<file path="config.mk">
export PLATFORM = sky130hd
export DESIGN_NAME = jml_i2c_master
export DESIGN_NICKNAME = d
export VERILOG_FILES = /design/src/rtl/jml_i2c_master.sv
export SDC_FILE = /design/constraint.sdc
export NUM_CORES = 1
export LEC_CHECK = 0
export BUFFER_PORTS_ARGS = -buffer_cell sky130_fd_sc_hd__buf_2
export CAP_MARGIN = 20
export CELL_PAD_IN_SITES_DETAIL_PLACEMENT = 1
export CELL_PAD_IN_SITES_GLOBAL_PLACEMENT = 1
export CORE_MARGIN = 3
export CORE_UTILIZATION = 46
export DETAILED_ROUTE_END_ITERATION = 6
export HOLD_SLACK_MARGIN = 0.1
export PLACE_DENSITY_LB_ADDON = 0.15
export SLEW_MARGIN = 40
export SYNTH_ARGS = -nofsm -noshare
export SYNTH_HDL_FRONTEND = slang
export SYNTH_SLANG_ARGS = --single-unit
</file>
<file path="constraint.sdc">
create_clock -name clk -period 4.6 [get_ports clk]
set_input_delay 0.92 -clock clk [delete_from_list [all_inputs] [get_ports clk]]
set_output_delay 0.92 -clock clk [all_outputs]
set_load 0.005 [all_outputs]
</file>
<file path="src/rtl/jml_i2c_master.sv">
// I2C controller for register-bridge transfers: START, address/register/data
// bytes, optional repeated START and multi-byte read, STOP, on open-drain SCL/SDA.
module jml_i2c_master #(
  parameter int unsigned CLK_DIV = 125,
  parameter int unsigned CNT_W   = 8
) (
  input  logic       clk,
  input  logic       reset,
  input  logic       start,
  input  logic       rw,
  input  logic [6:0] dev_addr,
  input  logic [7:0] reg_addr,
  input  logic [7:0] wdata,
  input  logic [3:0] nbytes,
  output logic       busy,
  output logic       done,
  output logic       ack_err,
  output logic [7:0] rdata,
  output logic       rdata_valid,
  input  logic       scl_in,
  input  logic       sda_in,
  output logic       scl_drv_lo,
  output logic       sda_drv_lo
);

  typedef enum logic [3:0] {
    ST_IDLE, ST_START, ST_DEVW, ST_REG, ST_WDATA, ST_RSTART, ST_DEVR, ST_RDATA, ST_STOP
  } state_t;

  state_t           r_state, w_nxt_state;
  logic [1:0]       r_q, w_nxt_q;
  logic [3:0]       r_bit, w_nxt_bit;
  logic [CNT_W-1:0] r_qcnt, w_nxt_qcnt;
  logic [3:0]       r_left, w_nxt_left;
  logic             r_rw, w_nxt_rw;
  logic [6:0]       r_dev, w_nxt_dev;
  logic [7:0]       r_reg, w_nxt_reg;
  logic [7:0]       r_wdata, w_nxt_wdata;
  logic [6:0]       r_shift, w_nxt_shift;
  logic             r_nack, w_nxt_nack;
  logic             r_busy, w_nxt_busy;
  logic             r_done, w_nxt_done;
  logic             r_ack_err, w_nxt_ack_err;
  logic [7:0]       r_rdata, w_nxt_rdata;
  logic             r_rdata_valid, w_nxt_rdata_valid;
  logic             r_scl_lo, w_nxt_scl_lo;
  logic             r_sda_lo, w_nxt_sda_lo;
  logic [7:0]       w_tx;
  logic             w_stall;
  logic             w_tick;

  // Pin drive {scl_lo, sda_lo} for a given phase/quarter/bit.
  function automatic logic [1:0] pins(input state_t st, input logic [1:0] q,
                                      input logic [3:0] bidx, input logic [7:0] tx,
                                      input logic last);
    case (st)
      ST_START:  pins = {1'b0, q[1]};
      ST_STOP:   pins = {q == 2'd0, !q[1]};
      ST_RSTART: pins = {(q == 2'd0) || (q == 2'd3), q[1]};
      ST_DEVW, ST_REG, ST_WDATA, ST_DEVR:
        pins = {!q[1], bidx[3] ? 1'b0 : !tx[3'd7 - bidx[2:0]]};
      ST_RDATA:  pins = {!q[1], bidx[3] ? !last : 1'b0};
      default:   pins = 2'b00;
    endcase
  endfunction

  // Q2 waits for the target to let SCL go high.
  assign w_stall = (r_q == 2'd2) && !scl_in;
  assign w_tick  = (r_qcnt == CNT_W'(CLK_DIV - 1)) && !w_stall;

  always_comb begin
    w_nxt_state       = r_state;
    w_nxt_q           = r_q;
    w_nxt_bit         = r_bit;
    w_nxt_qcnt        = r_qcnt;
    w_nxt_left        = r_left;
    w_nxt_rw          = r_rw;
    w_nxt_dev         = r_dev;
    w_nxt_reg         = r_reg;
    w_nxt_wdata       = r_wdata;
    w_nxt_shift       = r_shift;
    w_nxt_nack        = r_nack;
    w_nxt_busy        = r_busy;
    w_nxt_done        = 1'b0;
    w_nxt_ack_err     = r_ack_err;
    w_nxt_rdata       = r_rdata;
    w_nxt_rdata_valid = 1'b0;

    if (r_state == ST_IDLE) begin
      if (r_busy) begin
        w_nxt_busy = 1'b0;
      end else if (start) begin
        w_nxt_state   = ST_START;
        w_nxt_q       = 2'd0;
        w_nxt_bit     = 4'd0;
        w_nxt_qcnt    = '0;
        w_nxt_rw      = rw;
        w_nxt_dev     = dev_addr;
        w_nxt_reg     = reg_addr;
        w_nxt_wdata   = wdata;
        w_nxt_left    = (nbytes == 4'd0) ? 4'd1 : nbytes;
        w_nxt_nack    = 1'b0;
        w_nxt_ack_err = 1'b0;
        w_nxt_busy    = 1'b1;
      end
    end else begin
      if (w_tick) begin
        w_nxt_qcnt = '0;
      end else if (!w_stall) begin
        w_nxt_qcnt = r_qcnt + CNT_W'(1);
      end
      if (w_tick) begin
        if (r_q != 2'd3) begin
          w_nxt_q = r_q + 2'd1;
        end else begin
          // End of a bit period: advance the sequence.
          w_nxt_q = 2'd0;
          case (r_state)
            ST_START: begin
              w_nxt_state = ST_DEVW;
              w_nxt_bit   = 4'd0;
            end
            ST_DEVW, ST_REG, ST_WDATA, ST_DEVR: begin
              if (!r_bit[3]) begin
                w_nxt_bit = r_bit + 4'd1;
              end else begin
                w_nxt_bit = 4'd0;
                if (sda_in) begin
                  w_nxt_nack  = 1'b1;
                  w_nxt_state = ST_STOP;
                end else begin
                  case (r_state)
                    ST_DEVW: w_nxt_state = ST_REG;
                    ST_REG:  w_nxt_state = r_rw ? ST_RSTART : ST_WDATA;
                    ST_WDATA: w_nxt_state = ST_STOP;
                    default: w_nxt_state = ST_RDATA;
                  endcase
                end
              end
            end
            ST_RSTART: begin
              w_nxt_state = ST_DEVR;
              w_nxt_bit   = 4'd0;
            end
            ST_RDATA: begin
              if (!r_bit[3]) begin
                w_nxt_shift = {r_shift[5:0], sda_in};
                w_nxt_bit   = r_bit + 4'd1;
                if (r_bit == 4'd7) begin
                  w_nxt_rdata       = {r_shift, sda_in};
                  w_nxt_rdata_valid = 1'b1;
                end
              end else begin
                w_nxt_bit = 4'd0;
                if (r_left == 4'd1) begin
                  w_nxt_state = ST_STOP;
                end else begin
                  w_nxt_left = r_left - 4'd1;
                end
              end
            end
            ST_STOP: begin
              w_nxt_state   = ST_IDLE;
              w_nxt_done    = 1'b1;
              w_nxt_ack_err = r_nack;
            end
            default: w_nxt_state = ST_IDLE;
          endcase
        end
      end
    end
  end

  always_comb begin
    w_tx = 8'h00;
    case (w_nxt_state)
      ST_DEVW:  w_tx = {r_dev, 1'b0};
      ST_REG:   w_tx = r_reg;
      ST_WDATA: w_tx = r_wdata;
      ST_DEVR:  w_tx = {r_dev, 1'b1};
      default:  w_tx = 8'h00;
    endcase
  end

  assign {w_nxt_scl_lo, w_nxt_sda_lo} =
    pins(w_nxt_state, w_nxt_q, w_nxt_bit, w_tx, w_nxt_left == 4'd1);

  always_ff @(posedge clk) begin
    if (reset) begin
      r_state       <= ST_IDLE;
      r_q           <= 2'd0;
      r_bit         <= 4'd0;
      r_qcnt        <= '0;
      r_left        <= 4'd0;
      r_rw          <= 1'b0;
      r_dev         <= 7'd0;
      r_reg         <= 8'd0;
      r_wdata       <= 8'd0;
      r_shift       <= 7'd0;
      r_nack        <= 1'b0;
      r_busy        <= 1'b0;
      r_done        <= 1'b0;
      r_ack_err     <= 1'b0;
      r_rdata       <= 8'd0;
      r_rdata_valid <= 1'b0;
      r_scl_lo      <= 1'b0;
      r_sda_lo      <= 1'b0;
    end else begin
      r_state       <= w_nxt_state;
      r_q           <= w_nxt_q;
      r_bit         <= w_nxt_bit;
      r_qcnt        <= w_nxt_qcnt;
      r_left        <= w_nxt_left;
      r_rw          <= w_nxt_rw;
      r_dev         <= w_nxt_dev;
      r_reg         <= w_nxt_reg;
      r_wdata       <= w_nxt_wdata;
      r_shift       <= w_nxt_shift;
      r_nack        <= w_nxt_nack;
      r_busy        <= w_nxt_busy;
      r_done        <= w_nxt_done;
      r_ack_err     <= w_nxt_ack_err;
      r_rdata       <= w_nxt_rdata;
      r_rdata_valid <= w_nxt_rdata_valid;
      r_scl_lo      <= w_nxt_scl_lo;
      r_sda_lo      <= w_nxt_sda_lo;
    end
  end

  assign busy        = r_busy;
  assign done        = r_done;
  assign ack_err     = r_ack_err;
  assign rdata       = r_rdata;
  assign rdata_valid = r_rdata_valid;
  assign scl_drv_lo  = r_scl_lo;
  assign sda_drv_lo  = r_sda_lo;

endmodule

</file>
==> impl_results.md <==
* FF-to-FF path depth at 9
* Final net count at 513
* Async SR Flop Fraction at 0%
* Worst Tran Pin Value at 788 ps
* Max capacitance violation total at 0
* Synthesized instance count at 435
* Synth cell types at 65
* Post-CTS repair timing setup buffer count at 0
* Yosys reg bits at 68
* Crit share post-route at 72.5%
* Layout cell share with drive strength beyond 1 at 17.8%
* Row Count at 31
* Routed wire length per instance at 16.3 µm
* EDFF count, synth at 0
* Synth top cells by count: dfxtp_1 (68), nand2_1 (68), nor2_1 (56), a21oi_1 (42), mux2i_1 (18)
* Ys flop type: dfxtp_1
* DRC viols at 0
* Vias in the first global route at 3,220
* Via count at 3,262
* CP startpoint kind: primary input
* Largest cells by area after synthesis: dfxtp_1 (39%), nand2_1 (7.3%), a21oi_1 (6.0%), nor2_1 (6.0%), mux2i_1 (5.1%)
* Critical Path AT at 3610 ps
* Worst hold slack at 458 ps
* Yosys warning count at 0
* Area of the core at 7330 µm²
* Routability congestion estimate at 0.832
* Yosys top cell area share at 38.8%
* Worst vdd ir at 164 µV
* Pre-Repair DR Iteration Count at 4
* FF/Latch Area at 1360 µm²
* Final Non-Filler Cells at 576
* GR Overflow Total at 0
* Final WL at 9.38 mm
* Core Util, Final at 54.5%
* Gr usage total at 22.0%
* Hold Path Class: reg -> reg
* H-Tree Depth at 3
* Total placed cells including tap cells at 560
* DR vias/cell at 5.66
* R2R setup slack at 1320 ps
* Skew-Pair Late Insertion Delay at 350 ps
* Worst r2r src: r_state[1]
* Worst-path fanout max at 18
* Top Ports at 47
* Port bufs at 46
* Hold Buf Count CTS at 0
* Endpoints failing hold at 0
* DPL Wire Length at 6.70 mm
* Initial antenna violation count at 0
* Register area share after synthesis at 38.8%
* Initial Util at 47.9%
* Unrepaired setup endpoints after global routing: no
* DIE HEIGHT at 93.3 µm
* Post-layout min period at 3340 ps
* Critical Path End Type: register
* Worst Hold End: r_reg[3]
* WS Path Type: in -> reg
* Yosys top cell by area: dfxtp_1
* Worst path required time at 4880 ps
* Final total negative setup slack at 0 ps
* Die span in x at 93.3 µm
* CTS buffer count at 9
* Worst-path clk slew at 80 ps
* Status: complete, no violations
* Die area at 8710 µm²
* Antenna viol nets, final at 0
* Antenna diode count at 0
* Max Clock Skew at 11.0 ps
* Max-slew violations at 0
* Pwr dens at 317 nW/µm²
* Hold path cells at 2
* Largest net degree at the start of global routing at 34
* Clock sink count at 68
* Filler cell count at 930
* Slew headroom at 47.4%
* Final setup viols at 0
* Syn_area_per_cell at 8.07 µm²
* Cell area after synthesis at 3510 µm²
* First-pass GRT wire length at 15.2 mm
* TritonCTS clock tree: yes
* DR iter-0 viols at 233
* Placed Area at 3790 µm²
* Root Driver: clkbuf_8
* Area Growth Syn to Fin at 13.9%
* Reg-to-Reg End: sda_drv_lo
* Syn_nets at 476
* Area of the multi-input gates at 2010 µm²
* Pleak at 1.59 nW
* Deepest clock path buffer count at 2
* Fmax at 300 MHz
* Post-cts sizing count at 0
* Final instance area at 4000 µm²
* Hold path startpoint: r_reg[3]
==> final cells by class <==
cell class,count,area share (%)
timing repair buffer,51,6.70
multi-input combinational,331,50.2
clock inverter,7,1.88
tap,99,3.10
inverter,11,1.03
clock buffer,9,3.10
sequential,68,34.0
==> power by group <==
part / total [mW] / internal, mW / switching [mW]
combinational: 0.136 / 0.0503 / 0.0857
clock: 0.505 / 0.253 / 0.252
sequential: 0.627 / 0.609 / 0.0179
==> metrics by stage <==
| stage | setup slack, ps | total power [mW] |
|---|---|---|
| floorplan | 1650 | 0.727 |
| global placement | 1130 | 0.771 |
| detailed placement | 969 | 0.777 |
| CTS | 1350 | 1.28 |
| global route | 1040 | 1.32 |
| finish | 1260 | 1.27 |
==> cells by family after synthesis <==
logic type / after synthesis / synth area share [%]
xor+xnor: 6 / 1.50
compound gates: 98 / 18.1
fa+ha+maj: 8 / 2.85
buf+inv: 36 / 4.24
simple gates: 200 / 29.1
flops: 68 / 38.8
mux: 19 / 5.45
==> critical path: stages <==
cell,delay [ps]
buf_2,70
nor2b_1,530
nand2_1,590
buf_4,380
a31oi_1,300
o211ai_1,150
nand2b_1,170
a2111o_1,410
o211ai_2,80
==> worst max path at each step <==
stage	start	end	slack [ps]	cells after the start
after floorplan	scl_in	sda_drv_lo	1650	9
after global placement	start	sda_drv_lo	1130	9
after detailed placement	start	sda_drv_lo	970	9
after CTS	start	sda_drv_lo	1350	9
after global routing	r_state[1]	sda_drv_lo	1040	9
final	start	sda_drv_lo	1260	9
==> placed cells by master, fill, tap and decap left out, drive strengths merged, types with 3 or more instances in the layout <==
| cell type | synthesis | routed |
|---|---|---|
| nor3b | 3 | 3 |
| buf | 11 | 51 |
| a22oi | 5 | 5 |
| nand4 | 5 | 5 |
| xor2 | 5 | 5 |
| dfxtp | 68 | 68 |
| nand2b | 5 | 5 |
| nand3 | 11 | 11 |
| nor4b | 5 | 5 |
| ha | 8 | 8 |
| a211oi | 5 | 5 |
| o21ai | 12 | 12 |
| nor3 | 8 | 8 |
| nor2b | 7 | 7 |
| and3 | 5 | 5 |
| mux2i | 18 | 18 |
| a22o | 3 | 3 |
| nor4 | 8 | 8 |
| or3 | 4 | 4 |
| and2 | 3 | 3 |
| inv | 11 | 12 |
| clkinv | 0 | 5 |
| nor2 | 57 | 57 |
| a21oi | 42 | 42 |
| nand2 | 68 | 68 |
| clkbuf | 14 | 9 |
| o211ai | 4 | 4 |
| a31oi | 8 | 8 |
==> routing by layer <==
layer  GRT usage, %  routed length, µm  up-vias
li1               -                  -     1615
met1           27.6               4270     1577
met2           36.6               4590       55
met3           5.15                335       15
met4           8.30                192        0
met5              0                  0        -
(Power assumes the default switching activity.)
